$ cat src/rtl/imm_gen_pkg.sv
// rtl/imm_gen_pkg.sv - format codes and opcode constants for the immediate generation stage
package imm_gen_pkg;

    // Format codes carried on out_fmt
    localparam logic [2:0] FMT_NONE  = 3'd0;
    localparam logic [2:0] FMT_I     = 3'd1;
    localparam logic [2:0] FMT_S     = 3'd2;
    localparam logic [2:0] FMT_B     = 3'd3;
    localparam logic [2:0] FMT_U     = 3'd4;
    localparam logic [2:0] FMT_J     = 3'd5;
    localparam logic [2:0] FMT_SHAMT = 3'd6;

    // Major opcodes, instr[6:0]
    localparam logic [6:0] OP_LOAD   = 7'b0000011;
    localparam logic [6:0] OP_IMM    = 7'b0010011;
    localparam logic [6:0] OP_IMM32  = 7'b0011011;
    localparam logic [6:0] OP_STORE  = 7'b0100011;
    localparam logic [6:0] OP_BRANCH = 7'b1100011;
    localparam logic [6:0] OP_JAL    = 7'b1101111;
    localparam logic [6:0] OP_JALR   = 7'b1100111;
    localparam logic [6:0] OP_LUI    = 7'b0110111;
    localparam logic [6:0] OP_AUIPC  = 7'b0010111;

endpackage

$ cat src/rtl/imm_decode.sv
// rtl/imm_decode.sv - combinational instruction format classifier and immediate extender
//
// Ports:
//   instr    in   32          instruction word
//   sextimm  out  DATA_WIDTH  immediate, sign-extended (shift amounts zero-extended)
//   fmt      out  FMT_WIDTH   format code (FMT_NONE..FMT_SHAMT)
module imm_decode
    import imm_gen_pkg::*;
#(
    parameter int DATA_WIDTH = 32,
    parameter int FMT_WIDTH  = 3
) (
    input  logic [31:0]           instr,
    output logic [DATA_WIDTH-1:0] sextimm,
    output logic [FMT_WIDTH-1:0]  fmt
);

    logic [6:0]  opcode;
    logic [2:0]  funct3;
    logic        is_shift;
    logic        shamt_msb;
    logic [31:0] imm32;
    logic [2:0]  fmt_c;

    assign opcode   = instr[6:0];
    assign funct3   = instr[14:12];
    assign is_shift = (funct3 == 3'b001) || (funct3 == 3'b101);

    // shamt[5] only exists on RV64; on RV32 instr[25] belongs to funct7
    assign shamt_msb = (DATA_WIDTH == 64) ? instr[25] : 1'b0;

    always_comb begin
        imm32 = 32'd0;
        fmt_c = FMT_NONE;
        case (opcode)
            OP_LOAD, OP_JALR: begin
                imm32 = {{20{instr[31]}}, instr[31:20]};
                fmt_c = FMT_I;
            end
            OP_IMM: begin
                if (is_shift) begin
                    imm32 = {26'd0, shamt_msb, instr[24:20]};
                    fmt_c = FMT_SHAMT;
                end else begin
                    imm32 = {{20{instr[31]}}, instr[31:20]};
                    fmt_c = FMT_I;
                end
            end
            OP_IMM32: begin
                // Word-sized immediate ops only exist on RV64
                if (DATA_WIDTH == 64) begin
                    if (is_shift) begin
                        imm32 = {26'd0, shamt_msb, instr[24:20]};
                        fmt_c = FMT_SHAMT;
                    end else begin
                        imm32 = {{20{instr[31]}}, instr[31:20]};
                        fmt_c = FMT_I;
                    end
                end
            end
            OP_STORE: begin
                imm32 = {{20{instr[31]}}, instr[31:25], instr[11:7]};
                fmt_c = FMT_S;
            end
            OP_BRANCH: begin
                imm32 = {{19{instr[31]}}, instr[31], instr[7], instr[30:25], instr[11:8], 1'b0};
                fmt_c = FMT_B;
            end
            OP_LUI, OP_AUIPC: begin
                imm32 = {instr[31:12], 12'd0};
                fmt_c = FMT_U;
            end
            OP_JAL: begin
                imm32 = {{11{instr[31]}}, instr[31], instr[19:12], instr[20], instr[30:21], 1'b0};
                fmt_c = FMT_J;
            end
            default: begin
                imm32 = 32'd0;
                fmt_c = FMT_NONE;
            end
        endcase
    end

    // imm32 already carries its sign in bit 31; widen to DATA_WIDTH by sign extension
    assign sextimm = DATA_WIDTH'($signed(imm32));
    assign fmt     = FMT_WIDTH'(fmt_c);

endmodule

$ cat src/rtl/imm_gen_stage.sv
// rtl/imm_gen_stage.sv - registered valid/ready immediate generation stage with skid buffer and flush
//
// Optional macro IMM_GEN_TARGET_EN adds out_target = out_pc + out_sextimm for B, J and AUIPC.
//
// Ports:
//   clk, rstn        clock, asynchronous active-low reset
//   flush            drop every buffered entry (wins over a same-cycle accept)
//   in_valid/ready   upstream handshake; in_ready is registered (skid empty)
//   in_instr, in_pc  instruction word and its PC
//   out_valid/ready  downstream handshake
//   out_instr/pc     passthrough of the accepted instruction and PC
//   out_sextimm      extended immediate
//   out_fmt          format code
//   out_target       branch/jump/auipc target (only with IMM_GEN_TARGET_EN)
module imm_gen_stage
    import imm_gen_pkg::*;
#(
    parameter int DATA_WIDTH = 32,
    parameter int FMT_WIDTH  = 3
) (
    input  logic                  clk,
    input  logic                  rstn,
    input  logic                  flush,
    input  logic                  in_valid,
    output logic                  in_ready,
    input  logic [31:0]           in_instr,
    input  logic [DATA_WIDTH-1:0] in_pc,
    output logic                  out_valid,
    input  logic                  out_ready,
    output logic [31:0]           out_instr,
    output logic [DATA_WIDTH-1:0] out_pc,
    output logic [DATA_WIDTH-1:0] out_sextimm,
`ifdef IMM_GEN_TARGET_EN
    output logic [DATA_WIDTH-1:0] out_target,
`endif
    output logic [FMT_WIDTH-1:0]  out_fmt
);

    logic [DATA_WIDTH-1:0] dec_sextimm;
    logic [FMT_WIDTH-1:0]  dec_fmt;

    imm_decode #(
        .DATA_WIDTH(DATA_WIDTH),
        .FMT_WIDTH (FMT_WIDTH)
    ) u_decode (
        .instr  (in_instr),
        .sextimm(dec_sextimm),
        .fmt    (dec_fmt)
    );

    // Skid entry
    logic                  skid_valid;
    logic [31:0]           skid_instr;
    logic [DATA_WIDTH-1:0] skid_pc;
    logic [DATA_WIDTH-1:0] skid_sextimm;
    logic [FMT_WIDTH-1:0]  skid_fmt;

`ifdef IMM_GEN_TARGET_EN
    logic                  dec_has_target;
    logic [DATA_WIDTH-1:0] dec_target;
    logic [DATA_WIDTH-1:0] skid_target;

    // LUI shares FMT_U with AUIPC, so the opcode separates them
    assign dec_has_target = (dec_fmt == FMT_WIDTH'(FMT_B)) ||
                            (dec_fmt == FMT_WIDTH'(FMT_J)) ||
                            (in_instr[6:0] == OP_AUIPC);
    assign dec_target     = dec_has_target ? (in_pc + dec_sextimm) : '0;
`endif

    logic accept;
    logic out_free;

    assign accept   = in_valid && in_ready;
    // Output register can take a new entry this cycle: empty or being drained
    assign out_free = !out_valid || out_ready;

    always_ff @(posedge clk or negedge rstn) begin
        if (!rstn) begin
            in_ready     <= 1'b1;
            out_valid    <= 1'b0;
            out_instr    <= '0;
            out_pc       <= '0;
            out_sextimm  <= '0;
            out_fmt      <= '0;
            skid_valid   <= 1'b0;
            skid_instr   <= '0;
            skid_pc      <= '0;
            skid_sextimm <= '0;
            skid_fmt     <= '0;
`ifdef IMM_GEN_TARGET_EN
            out_target   <= '0;
            skid_target  <= '0;
`endif
        end else if (flush) begin
            out_valid  <= 1'b0;
            skid_valid <= 1'b0;
            in_ready   <= 1'b1;
        end else if (out_free) begin
            if (skid_valid) begin
                // in_ready is low while the skid is full, so no accept can coincide here
                out_valid   <= 1'b1;
                out_instr   <= skid_instr;
                out_pc      <= skid_pc;
                out_sextimm <= skid_sextimm;
                out_fmt     <= skid_fmt;
`ifdef IMM_GEN_TARGET_EN
                out_target  <= skid_target;
`endif
                skid_valid  <= 1'b0;
                in_ready    <= 1'b1;
            end else begin
                out_valid <= accept;
                if (accept) begin
                    out_instr   <= in_instr;
                    out_pc      <= in_pc;
                    out_sextimm <= dec_sextimm;
                    out_fmt     <= dec_fmt;
`ifdef IMM_GEN_TARGET_EN
                    out_target  <= dec_target;
`endif
                end
            end
        end else if (accept) begin
            // Output is stalled: park the new entry and close the input
            skid_valid   <= 1'b1;
            skid_instr   <= in_instr;
            skid_pc      <= in_pc;
            skid_sextimm <= dec_sextimm;
            skid_fmt     <= dec_fmt;
`ifdef IMM_GEN_TARGET_EN
            skid_target  <= dec_target;
`endif
            in_ready     <= 1'b0;
        end
    end

endmodule

$ cat config.mk
export PLATFORM = sky130hd
export DESIGN_NAME = imm_gen_stage
export DESIGN_NICKNAME = d
export VERILOG_FILES = /design/src/rtl/imm_gen_pkg.sv /design/src/rtl/imm_decode.sv /design/src/rtl/imm_gen_stage.sv
export SDC_FILE = /design/constraint.sdc
export NUM_CORES = 1
export LEC_CHECK = 0
export BUFFER_PORTS_ARGS = -buffer_cell sky130_fd_sc_hd__buf_2
export CORE_UTILIZATION = 60
export CTS_CLUSTER_DIAMETER = 30
export DETAILED_ROUTE_END_ITERATION = 10
export MAX_ROUTING_LAYER = met4
export PLACE_DENSITY = 0.86
export SLEW_MARGIN = 20
export SYNTH_ARGS = -nofsm -noshare
export SYNTH_HDL_FRONTEND = slang
export SYNTH_SLANG_ARGS = --single-unit
$ cat constraint.sdc
create_clock -name clk -period 2.5 [get_ports clk]
set_input_delay 0.125 -clock clk [delete_from_list [all_inputs] [get_ports clk]]
set_output_delay 0.125 -clock clk [all_outputs]
set_load 0.01 [all_outputs]
==> impl_results.md <==
* Final worst path period share at 87.2%
* Fraction of the core area covered by cells at the end of the flow at 83.6%
* Startpoint types: register
* Synth Warn # at 0
* Maximum fanout along the worst path at 16
* TritonCTS buffer count at 37
* TritonCTS clock tree: yes
* Commonest non-fill, non-tap cells in the layout: sky130_fd_sc_hd__nand2_1, sky130_fd_sc_hd__dfrtp_1, sky130_fd_sc_hd__buf_2, sky130_fd_sc_hd__o21ai_0, sky130_fd_sc_hd__dlygate4sd3_1
* CTS clock-pin slew for the worst setup and hold paths at 0.06 ns
* Clk sink count at 201
* Clock latency reported for the late side of the worst-skew pair at 0.50 ns
* Total Wirelength at 26300 um
* Leakage power at 5.58 nW
* Synthesized-area fraction occupied by and/or/nand/nor cells at 19.0%
* Number of buffers on the longest clock path at 3
* Mean instance size in the synthesized netlist at 9.54 um2
* Synthesized-area fraction occupied by adder cells at 0%
* Routability cong. at 0.863
* Highest clock frequency the design can meet at 459 MHz
* Number of DRC markers after the initial detailed-route iteration at 771
* Multiplexer fraction of the synthesized cell area at 7.30%
* Die boundary width at 123 um
* XOR/XNOR share of the synthesized area at 0.0998%
* Die Height at 123 um
* Syn-to-layout area delta at 34.3%
* Wire length per cell at 19.4 um
* Maximum level of the CTS H-tree at 2
* Outcome: completed
* Via count of the first global-routing pass at 8131
* CORE AREA at 0.0141 mm2
* Fraction of layout cells with a size suffix above 1 at 22.7%
* First-pass DRT Iterations at 6
* Fraction of synthesized cell area taken by the top area cell type at 57.0%
* Number of instances in the synthesized netlist at 920
* Sequential area share after synthesis at 57.3%
* Largest net degree at the start of global routing at 71
* Critical path capture point type: register
* Most common cell after layout, fill and taps aside: sky130_fd_sc_hd__nand2_1
* Max capacitance violation total at 0
* Worst slew margin relative to its limit at 44.1%
* IR drop worst, VDD at 0.709 mV
* Post-Syn Area at 0.00878 mm2
* Via count at 7998
* Number of gates given a new drive strength after cts at 0
* Hold-fix buffers at CTS at 66
* Netlist cell types at 46
* Number of synthesized flops with an enable pin at 0
* Required time reported for the critical path endpoint at 2.85 ns
* Crit path time final at 2.18 ns
* Largest clock skew in the final design at 0.0217 ns
* Flip-flop cell with the highest count after synthesis: sky130_fd_sc_hd__dfrtp_1
* Effective utilization at floorplan at 62.3%
* Die footprint at 0.0151 mm2
* Detail-routed via count per cell at 5.91
* Residual DRC at 0
* Overall global routing resource usage at 37.4%
* Synthesized netlist net count at 989
* Main combinational cell family by area after synthesis: simple AND/OR/NAND/NOR gates
* Class of the most critical setup path: register to register
* Fraction of synthesis flops using an asynchronous set or reset pin at 100%
* Compound-cell area share of the yosys netlist at 12.4%
* Register-to-register setup slack at 0.32 ns
* Wire length of the first global-routing pass at 41500 um
* Area leader, netlist: sky130_fd_sc_hd__dfrtp_1
* Slew at the pin with the worst max-slew slack at 0.838 ns
* Arrival time worst endpoint at 2.53 ns
* Setup repair after global routing missed its margin: no
* Power Dens Cells at 968 mW/mm2
* Top cells by area in the synthesized netlist: sky130_fd_sc_hd__dfrtp_1, sky130_fd_sc_hd__nand2_1, sky130_fd_sc_hd__mux2i_1
* Clock tree root buffer cell: sky130_fd_sc_hd__clkbuf_16
* Number of port buffers at 169
* Post-detailed-placement half-perimeter wirelength at 14300 um
* Post-CTS Setup Bufs at 0
* Hold Violations, Final at 0
* Row count at 43
* GRT overflow at 0
* Initial antenna violation count at 1
* Flops & latches, synth at 201
* Residual antenna-violating net count after detailed routing at 0
* Count of nets after finishing at 1214
* Final setup fails at 0
* I/O pin total at 170
* Path category of the worst min-delay check: primary input to register
* Max-slew violation count at 0
* Final setup TNS at 0 ns
routing by layer:
layer	global-route usage, %	wire (um)	up-vias
met5	-	0	-
met1	43.9	9960	3861
met4	19.3	1100	0
met2	60.9	13200	456
li1	-	-	3581
met3	7.84	2030	100
critical path, cell delays in order, from the launching register on:
cell,delay (ns)
sky130_fd_sc_hd__dfstp_2,0.56
sky130_fd_sc_hd__nand2_1,0.15
sky130_fd_sc_hd__or3_2,0.71
sky130_fd_sc_hd__a21oi_2,0.43
sky130_fd_sc_hd__a21oi_1,0.17
sequential cells by signal, indices dropped and copies added (netlist names):
register,flops
out_valid,1
in_ready,1
out_pc,32
skid_valid,1
skid_sextimm,32
skid_pc,32
out_instr,32
out_fmt,3
skid_fmt,3
out_sextimm,32
skid_instr,32
where the power goes:
part	switching (W)	total, W	internal, W
clock	0.00168	0.00552	0.00384
combinational	0.000952	0.00161	0.000655
sequential	0.000390	0.00429	0.00390
total	0.00302	0.0114	0.00839
path summary, 6_finish.rpt:
path | start | end | depth (start not counted)
min reg2reg | skid_pc[9] | skid_pc[9] | 2
min | out_ready | skid_valid | 3
max | in_ready | skid_sextimm[13] | 4
min in group asynchronous | rstn | out_pc[25] | 2
max reg2reg | in_ready | skid_sextimm[13] | 4
max in group asynchronous | rstn | skid_instr[21] | 3
metrics by stage:
stage	hold slack [ns]	worst slack, ns	power (W)	cells	instance area [um2]
CTS	0.0852	0.414	0.0114	1353	11800
detailed placement	0.128	0.447	0.00573	1220	9740
global placement	0.132	0.506	0.00563	1220	9740
global route	0.109	0.178	0.0119	1354	11800
finish	0.0927	0.321	0.0114	1354	11800
floorplan	-0.171	0.798	0.00504	920	8780
area by class of cell:
cell class	count	area [um2]
Sequential cell	201	5030
Multi-Input combinational cell	650	3440
Fill cell	742	2310
Timing Repair Buffer	254	1700
Clock buffer	44	1010
Clock inverter	23	369
Tap cell	180	225
Inverter	1	3.75
Antenna cell	1	2.50
cell families (layout without fill, tap and decap cells):
group | Yosys count | after routing
AOI/OAI and AO/OA | 187 | 187
xor gates and xnor gates | 1 | 1
buffers and inverters | 69 | 322
DFF | 201 | 201
muxes | 64 | 64
other | 0 | 1
and+or+nand+nor | 398 | 398
synth_stat cells (all sizes together) (2+ instances only):
cell type,instances
a31oi,25
a21oi,23
nand3b,3
dfrtp,200
o21ai,97
nor2,43
a22oi,4
nor3,20
nand2b,4
o211ai,8
and3b,2
or3,2
buf,38
nor4,13
nand2,292
nor3b,2
a211oi,13
and3,3
o21bai,12
nor2b,3
mux2i,64
clkbuf,30
nand3,3
No activity file was read; power rests on OpenSTA's default activity.
